<file path="src/rtl/fp_minmax_reduce_d.sv">
// Streaming min/max reduction of IEEE-754 doubles with a sticky signaling-NaN flag.
// Define FP_MINMAX_IDX_EN to add out_idx, the position of the winning element.
module fp_minmax_reduce_d #(
   parameter int CNT_W = 16
) (
   input  logic             clk,
   input  logic             rst,
   input  logic             start,
   input  logic [CNT_W-1:0] len,
   input  logic             minmax,
   output logic             busy,
   input  logic             in_valid,
   output logic             in_ready,
   input  logic [63:0]      in_data,
   output logic             out_valid,
   input  logic             out_ready,
   output logic [63:0]      out_data,
   output logic             out_nv
`ifdef FP_MINMAX_IDX_EN
   ,
   output logic [CNT_W-1:0] out_idx
`endif
);

   localparam logic [63:0] QNAN = 64'h7FF8_0000_0000_0000;

   typedef enum logic [1:0] {IDLE, RUN, DONE} state_t;

   state_t           state_reg, state_next;
   logic [63:0]      acc_reg;
   logic [CNT_W-1:0] cnt_reg;
   logic [CNT_W-1:0] len_reg;
   logic             mode_reg;
   logic             nv_reg;
   logic [63:0]      data_reg;
   logic             nv_out_reg;

   logic             acc_nan, x_nan, x_snan, both_zero, x_less;
   logic             handshake, last_elem, nv_next;
   logic [63:0]      comb_res;

   // Maps a non-NaN double onto an unsigned key whose order matches IEEE numeric order.
   function automatic logic [63:0] order_key(input logic [63:0] v);
      return v[63] ? ~v : {1'b1, v[62:0]};
   endfunction

   always_comb begin
      acc_nan   = (acc_reg[62:52] == 11'h7FF) && (acc_reg[51:0] != 52'd0);
      x_nan     = (in_data[62:52] == 11'h7FF) && (in_data[51:0] != 52'd0);
      x_snan    = x_nan && !in_data[51];
      both_zero = (acc_reg[62:0] == 63'd0) && (in_data[62:0] == 63'd0);
      x_less    = order_key(in_data) < order_key(acc_reg);
      comb_res  = acc_reg;
      if (acc_nan && x_nan)
         comb_res = QNAN;
      else if (acc_nan)
         comb_res = in_data;
      else if (x_nan)
         comb_res = acc_reg;
      else if (both_zero)
         comb_res = mode_reg ? 64'h0000_0000_0000_0000 : 64'h8000_0000_0000_0000;
      else if (mode_reg)
         comb_res = x_less ? acc_reg : in_data;   // tie goes to the incoming element
      else
         comb_res = x_less ? in_data : acc_reg;   // tie keeps the accumulator
   end

   assign handshake = (state_reg == RUN) && in_valid;
   assign last_elem = (cnt_reg == len_reg - CNT_W'(1));
   assign nv_next   = nv_reg | x_snan;

   always_comb begin
      state_next = state_reg;
      busy       = 1'b0;
      in_ready   = 1'b0;
      out_valid  = 1'b0;
      case (state_reg)
         IDLE: begin
            if (start)
               state_next = (len == '0) ? DONE : RUN;
         end
         RUN: begin
            busy     = 1'b1;
            in_ready = 1'b1;
            if (in_valid && last_elem)
               state_next = DONE;
         end
         DONE: begin
            busy      = 1'b1;
            out_valid = 1'b1;
            if (out_ready)
               state_next = IDLE;
         end
         default: state_next = IDLE;
      endcase
   end

   always_ff @(posedge clk) begin
      if (rst) begin
         state_reg  <= IDLE;
         acc_reg    <= '0;
         cnt_reg    <= '0;
         len_reg    <= '0;
         mode_reg   <= 1'b0;
         nv_reg     <= 1'b0;
         data_reg   <= '0;
         nv_out_reg <= 1'b0;
      end else begin
         state_reg <= state_next;
         if (state_reg == IDLE && start) begin
            acc_reg  <= QNAN;
            cnt_reg  <= '0;
            nv_reg   <= 1'b0;
            len_reg  <= len;
            mode_reg <= minmax;
            if (len == '0) begin
               data_reg   <= QNAN;
               nv_out_reg <= 1'b0;
            end
         end
         if (handshake) begin
            acc_reg <= comb_res;
            nv_reg  <= nv_next;
            cnt_reg <= cnt_reg + CNT_W'(1);
            // Result registers only move on completion so they hold through IDLE.
            if (last_elem) begin
               data_reg   <= comb_res;
               nv_out_reg <= nv_next;
            end
         end
      end
   end

   assign out_data = data_reg;
   assign out_nv   = nv_out_reg;

`ifdef FP_MINMAX_IDX_EN
   logic [CNT_W-1:0] idx_reg, idx_next, out_idx_reg;

   assign idx_next = (comb_res != acc_reg) ? cnt_reg : idx_reg;

   always_ff @(posedge clk) begin
      if (rst) begin
         idx_reg     <= '0;
         out_idx_reg <= '0;
      end else begin
         if (state_reg == IDLE && start) begin
            idx_reg <= '1;
            if (len == '0)
               out_idx_reg <= '1;
         end
         if (handshake) begin
            idx_reg <= idx_next;
            if (last_elem)
               out_idx_reg <= idx_next;
         end
      end
   end

   assign out_idx = out_idx_reg;
`endif

endmodule

</file>
<file path="config.mk">
export PLATFORM = sky130hd
export DESIGN_NAME = fp_minmax_reduce_d
export DESIGN_NICKNAME = d
export VERILOG_FILES = /design/src/rtl/fp_minmax_reduce_d.sv
export SDC_FILE = /design/constraint.sdc
export NUM_CORES = 1
export LEC_CHECK = 0
export ABC_AREA = 1
export CAP_MARGIN = 20
export CORE_MARGIN = 2
export CORE_UTILIZATION = 52
export CTS_CLUSTER_SIZE = 24
export DETAILED_ROUTE_END_ITERATION = 12
export PLACE_DENSITY = 0.79
export SKIP_LAST_GASP = 1
export SLEW_MARGIN = 20
export SYNTH_ARGS = -nofsm -noshare
export SYNTH_HDL_FRONTEND = slang
export SYNTH_SLANG_ARGS = --single-unit
</file>
<file path="constraint.sdc">
create_clock -name clk -period 3.25 [get_ports clk]
set_input_delay 0.4875 -clock clk [delete_from_list [all_inputs] [get_ports clk]]
set_output_delay 0.4875 -clock clk [all_outputs]
set_load 0.01 [all_outputs]
</file>
# Yosys cells after proc, flatten, opt, wreduce, memory -nomap -nowiden
# Index checks and enable logic that the tools add are counted.
[classes]
n_addsub = 2
order_cmp = 1
n_eq_ne = 8
n_mux = 32
bitwise = 3
n_reduce_logical = 18
[op_table]
columns = ["cell", "count"]
rows = [
  ["2-to-1 mux 64 bit", 16],
  ["NOT 64 bit", 2],
  ["zero test 63 bit", 2],
  ["nonzero test 52 bit", 2],
  ["< comparator 64 bit", 1],
  ["2-to-1 mux 16 bit", 2],
  ["== test 11 bit (second input constant)", 2],
  ["adder 16 x 1 -> 16 bit (second input constant)", 1],
  ["== test 16 bit", 1],
  ["zero test 16 bit", 1],
  ["subtractor 16 x 1 -> 16 bit (second input constant)", 1],
  ["2-to-1 mux 1 bit", 9],
  ["logical AND 1 bit", 8],
  ["2-to-1 mux 2 bit", 4],
  ["case mux 2 bit (3 select lines)", 1],
  ["inequality test 2 bit (second input constant)", 2],
  ["AND reduction 3 bit", 1],
  ["== test 2 x 1 -> 1 bit (second input constant)", 1],
  ["== test 2 bit (second input constant)", 1],
  ["zero test 2 bit", 1],
  ["inequality test 2 x 1 -> 1 bit (second input constant)", 1],
  ["nonzero test 2 bit", 1],
  ["OR reduction 2 bit", 1],
  ["zero test 1 bit", 1],
  ["bitwise OR 1 bit", 1],
]
[word_totals]
register_bits = 165
inputBits = 86
output_inout_bits = 68
wordCells = 72

# Depth between registers and ports, before layout
# Gate-level depths: netlist of run 1.
[logic_depth]
depth_word = 11
depth_mapped = 26
depth_no_buf = 24

# Least setup slack after synthesis of run 1
# OpenSTA, ideal clock, no wires.
[synth_timing]
kind = "reg2reg"
from = "register acc_reg[63]"
to = "register data_reg[53], in the netlist out_data[53]"
setup_time_ns = 0.109
arrival_time_ns = 3.361
required_ns = 3.141
path_slack_ns = -0.220
path_stages_with_launch = 22
path_buffers = 4
period_less_slack_ns = 3.470
path_cell_list = "dfxtp_1 clkbuf_1 clkbuf_1 xnor2_1 ha_1 nand2_1 inv_1 nand3_1 nor2_1 nor4b_1 and3_1 nand2_1 nand2_1 nand2_1 nand2_1 clkbuf_1 buf_2 a21oi_1 nand2_1 nand3_1 nand2_1 inv_1"
[synth_between]
elab_chain_len = 11
word_cells_on_any_way = 12
cone_classes = "order compare: 1; mux: 10; bitwise: 1"
[synth_rtl]
columns = ["item", "line", "text"]
rows = [
  ["from (decl)", "30", "logic [63:0] acc_reg;"],
  ["from (signal assigned)", "122", "acc_reg <= comb_res;"],
  ["NOT 64 bit", "44", "return v[63] ? ~v : {1'b1, v[62:0]};"],
  ["2-to-1 mux 64 bit *", "44", ""],
  ["< comparator 64 bit *", "52", "x_less = order_key(in_data) < order_key(acc_reg);"],
  ["2-to-1 mux 64 bit, on equally long branches", "65, 63", ""],
  ["2-to-1 mux 64 bit *", "62", "else if (mode_reg)"],
  ["2-to-1 mux 64 bit *", "60", "else if (both_zero)"],
  ["2-to-1 mux 64 bit *", "58", "else if (x_nan)"],
  ["2-to-1 mux 64 bit *", "56", "else if (acc_nan)"],
  ["2-to-1 mux 64 bit *", "54", "if (acc_nan && x_nan)"],
  ["2-to-1 mux 64 bit *", "126", "if (last_elem) begin"],
  ["2-to-1 mux 64 bit *", "121", "if (handshake) begin"],
  ["to (signal assigned)", "127", "data_reg <= comb_res;"],
  ["to (decl)", "35", "logic [63:0] data_reg;"],
]
# Mark *: on every way between the ends. The rest lies on a longest branch, timed or not.
# A chain may end at the register's enable or synchronous reset.

# Worst setup path after layout of run 1
[layout_timing]
from = "register acc_reg[63]"
to = "register data_reg[52], in the netlist out_data[52]"
# The elaborated chain is that of the path after synthesis.

==> results.sh, run 1 <==
export IMPL_antenna_left=0
export IMPL_place_detailed_hpwl_mm=26.2
export IMPL_wire_per_inst_um=16.6
export IMPL_synth_mux_area_share_pct=0
export IMPL_synthArstFlopShare_pct=0
export IMPL_dp_cells=2313
export IMPL_die_area_um2=24600
export IMPL_netlist_area_um2=12200
export IMPL_synth_area_leader_cell="dfxtp_1"
export IMPL_cp_required_ns=3.59
export IMPL_cts_tree="done"
export IMPL_ys_types=40
export IMPL_stdcell_area_um2=15200
export IMPL_first_pass_iters=6
export IMPL_insertion_delay_ns=0.44
export IMPL_fin_skew_ns=0.0117
export IMPL_total_power_uw=9410
export IMPL_path_class="reg -> reg"
export IMPL_diodes=0
export IMPL_rows=55
export IMPL_synth_compound_area_share_pct=17.4
export IMPL_gr_usage_all_layers_pct=31.0
export IMPL_drc=0
export IMPL_die_h_um=157
export IMPL_drive_gt1_share_pct=6.38
export IMPL_synth_edf_count=0
export IMPL_place_gp_congestion=0.901
export IMPL_slew_violations=0
export IMPL_final_nets=2178
export IMPL_cellLeakagePower_uw=0.00630
export IMPL_antenna_found_initial=0
export IMPL_vias=13300
export IMPL_status="completed"
export IMPL_cts_root_buf="clkbuf_16"
export IMPL_rsz0062_at_grt="yes"
export IMPL_cp_max_fo=15
export IMPL_fill_cells=2002
export IMPL_grt_max_degree=81
export IMPL_clk_pin_slew_worst_paths_ns=0.07
export IMPL_htree_num_levels=4
export IMPL_synth_top_area_share_pct=27.2
export IMPL_ys_flop_type="dfxtp_1"
export IMPL_holdCritStartpoint="out_data[44]$_SDFF_PP0_"
export IMPL_via_per_inst=5.65
export IMPL_timing_rr_start="acc_reg[63]$_SDFFE_PP0P_"
export IMPL_synth_area_leaders="dfxtp_1 27%, nand2_1 12%, a21oi_1 11%"
export IMPL_synth_xor_area_share_pct=10.9
export IMPL_maxCapViolCount=0
export IMPL_gr_total_overflow=0
export IMPL_synth_seq_cells=165
export IMPL_syn_inst=1876
export IMPL_routed_wl_mm=38.9
export IMPL_coreArea_um2=22800
export IMPL_final_cells=2350
export IMPL_die_x_um=157
export IMPL_peakVddDrop_uv=379
export IMPL_worst_slew_pin_slew_ns=0.949
export IMPL_numClockSinks=165
export IMPL_hold_end="out_data[44]$_SDFF_PP0_"
export IMPL_synth_simple_area_share_pct=26.3
export IMPL_cts_buffer_depth=2
export IMPL_powerDensity_nw_per_um2=620
export IMPL_port_buffers=153
export IMPL_synth_seq_area_share_pct=27.2
export IMPL_initial_core_util_pct=53.4
export IMPL_startpoint_type="flop"
export IMPL_min_path_type="reg -> reg"
export IMPL_syn_nets=2030
export IMPL_endpoint_kind="flop"
export IMPL_fmax_ghz=0.320
export IMPL_layout_min_cycle_time_ns=3.12
export IMPL_grt_pass1_vias=12800
export IMPL_setup_viol=0
export IMPL_synthToLayoutAreaGrowth_pct=24.7
export IMPL_relSlewSlack_pct=36.8
export IMPL_grt_pass1_wl_mm=62.0
export IMPL_cts_buffers=17
export IMPL_min_period_over_period_pct=96.1
export IMPL_ys_warn_count=0
export IMPL_avgSynthCellArea_um2=6.48
export IMPL_io_pins=154
export IMPL_synth_adder_area_share_pct=6.99
export IMPL_postPlaceCellArea_um2=14400
export IMPL_hold_violations=0
export IMPL_synth_top_family_by_area="simple AND/OR/NAND/NOR gates"
export IMPL_initialDrtViolationCount=1378
export IMPL_cp_arrival_ns=3.46
export IMPL_reg2reg_slack_ns=0.13
export IMPL_min_path_cells=2
export IMPL_post_route_util_pct=66.6
export IMPL_ctsHoldBuffers=0
export IMPL_reg2regPathDepth=22
export IMPL_r2r_end="out_data[52]$_SDFF_PP0_"
[layer usage]
layer	vias to the layer above	routed length, um	global-route usage (%)
met1	6036	16500	40.4
met2	660	17800	51.9
li1	6464	-	-
met3	110	3310	4.85
met5	-	0	0
met4	0	1270	11.5
[worst max-delay path by stage]
stage	startpoint	to	slack (ns)	cells past startpoint
floorplan	in_data[63]	out_data[53]$_SDFF_PP0_	0.004	20
global placement	in_data[45]	out_data[6]$_SDFF_PP0_	-0.23	16
detailed placement	in_data[59]	out_data[34]$_SDFF_PP0_	-0.36	19
CTS	acc_reg[63]$_SDFFE_PP0P_	out_data[24]$_SDFF_PP0_	0.01	19
global route	acc_reg[63]$_SDFFE_PP0P_	out_data[52]$_SDFF_PP0_	-0.1	22
finish	acc_reg[63]$_SDFFE_PP0P_	out_data[52]$_SDFF_PP0_	0.13	22
[synthesized netlist by cell type (5+ instances only)]
library cell	n
nand2_1	385
a21oi_1	259
inv_1	249
nand3_1	190
dfxtp_1	165
o21ai_0	127
xor2_1	77
xnor2_1	74
clkbuf_1	71
ha_1	68
nor2_1	58
nand4_1	35
nor4_1	26
buf_1	15
nor3_1	14
buf_2	13
buf_4	5
o211ai_1	5
[worst max-delay path: stages (launching register included)]
cell and delay (ns):
dfxtp_4 0.49, buf_12 0.17, xnor2_1 0.12, ha_1 0.26, a21oi_1 0.14, nor2_1 0.08
a211oi_2 0.18, nand2_1 0.14, nand2_1 0.08, nand2_1 0.06, nand2_1 0.06, nand2_1 0.10
nand2_1 0.10, nand2_1 0.06, nand2_1 0.11, nand2_4 0.10, buf_12 0.16, o21ai_0 0.13
o21ai_0 0.13, nand2_1 0.10, nand3_1 0.13, nand2_1 0.09, inv_1 0.03
[power by group]
| part | internal [uW] | switching (uW) |
|---|---|---|
| Sequential | 2260 | 259 |
| Combinational | 1890 | 2910 |
| Clock | 1170 | 933 |
[through the flow]
stage          hold slack (ns)  worst slack [ns]  TNS [ns]
2_1_floorplan            0.453           0.00351         0
3_3_place_gp             0.470            -0.233    -20.97
3_5_place_dp             0.474            -0.355    -35.31
4_1_cts                  0.483            0.0112         0
5_1_grt                  0.509           -0.0973     -1.46
6_report                 0.482             0.126         0
[cell usage in the layout, fill, tap and decap left out, types with 5 or more instances in the layout]
cell,n
nand4_1,35
dfxtp_1,164
buf_12,17
ha_1,68
buf_4,58
nor3_1,14
a21oi_1,258
nor2_1,57
o21ai_0,126
nand3_1,190
xnor2_1,74
inv_1,249
clkdlybuf4s50_1,151
nand2_1,384
o211ai_1,5
xor2_1,77
nor4_1,26
clkbuf_16,19
[kinds of logic after synthesis]
logic type,Yosys count
simple gates,725
compound gates,410
buf+inv,357
flops,165
xor+xnor,151
fa+ha+maj,68
[cell type report]
class | instances | area [um^2] | area share [%]
multi-input cells | 1354 | 7530 | 49.6
well taps | 313 | 392 | 2.58
clock buffers | 19 | 443 | 2.92
clock inverters | 13 | 149 | 0.981
repair buffers | 233 | 2410 | 15.9
inverters | 253 | 950 | 6.26
flip-flops and latches | 165 | 3310 | 21.8
[repair_timing]
item                                   in CTS  in global routing
setup endpoints to repair                   0                128
setup buffers                               0                  2
endpoints found under the hold margin       0                  0
resized for setup                           0                 12
Power figures use the tool's default switching activity.
==> inputs of run 2 (changes only) <==
--- a/config.mk
+++ b/config.mk
@@ -6,6 +6,7 @@
 export NUM_CORES = 1
 export LEC_CHECK = 0
 export ABC_AREA = 1
+export ABC_CLOCK_PERIOD_IN_PS = 3250
 export CAP_MARGIN = 20
 export CORE_MARGIN = 2
 export CORE_UTILIZATION = 52
@@ -13,7 +14,6 @@
 export DETAILED_ROUTE_END_ITERATION = 12
 export PLACE_DENSITY = 0.79
 export SKIP_LAST_GASP = 1
-export SLEW_MARGIN = 20
 export SYNTH_ARGS = -nofsm -noshare
 export SYNTH_HDL_FRONTEND = slang
 export SYNTH_SLANG_ARGS = --single-unit
==> results of run 2 <==
The final DEF is identical to that of run 1; final timing and power are the same.
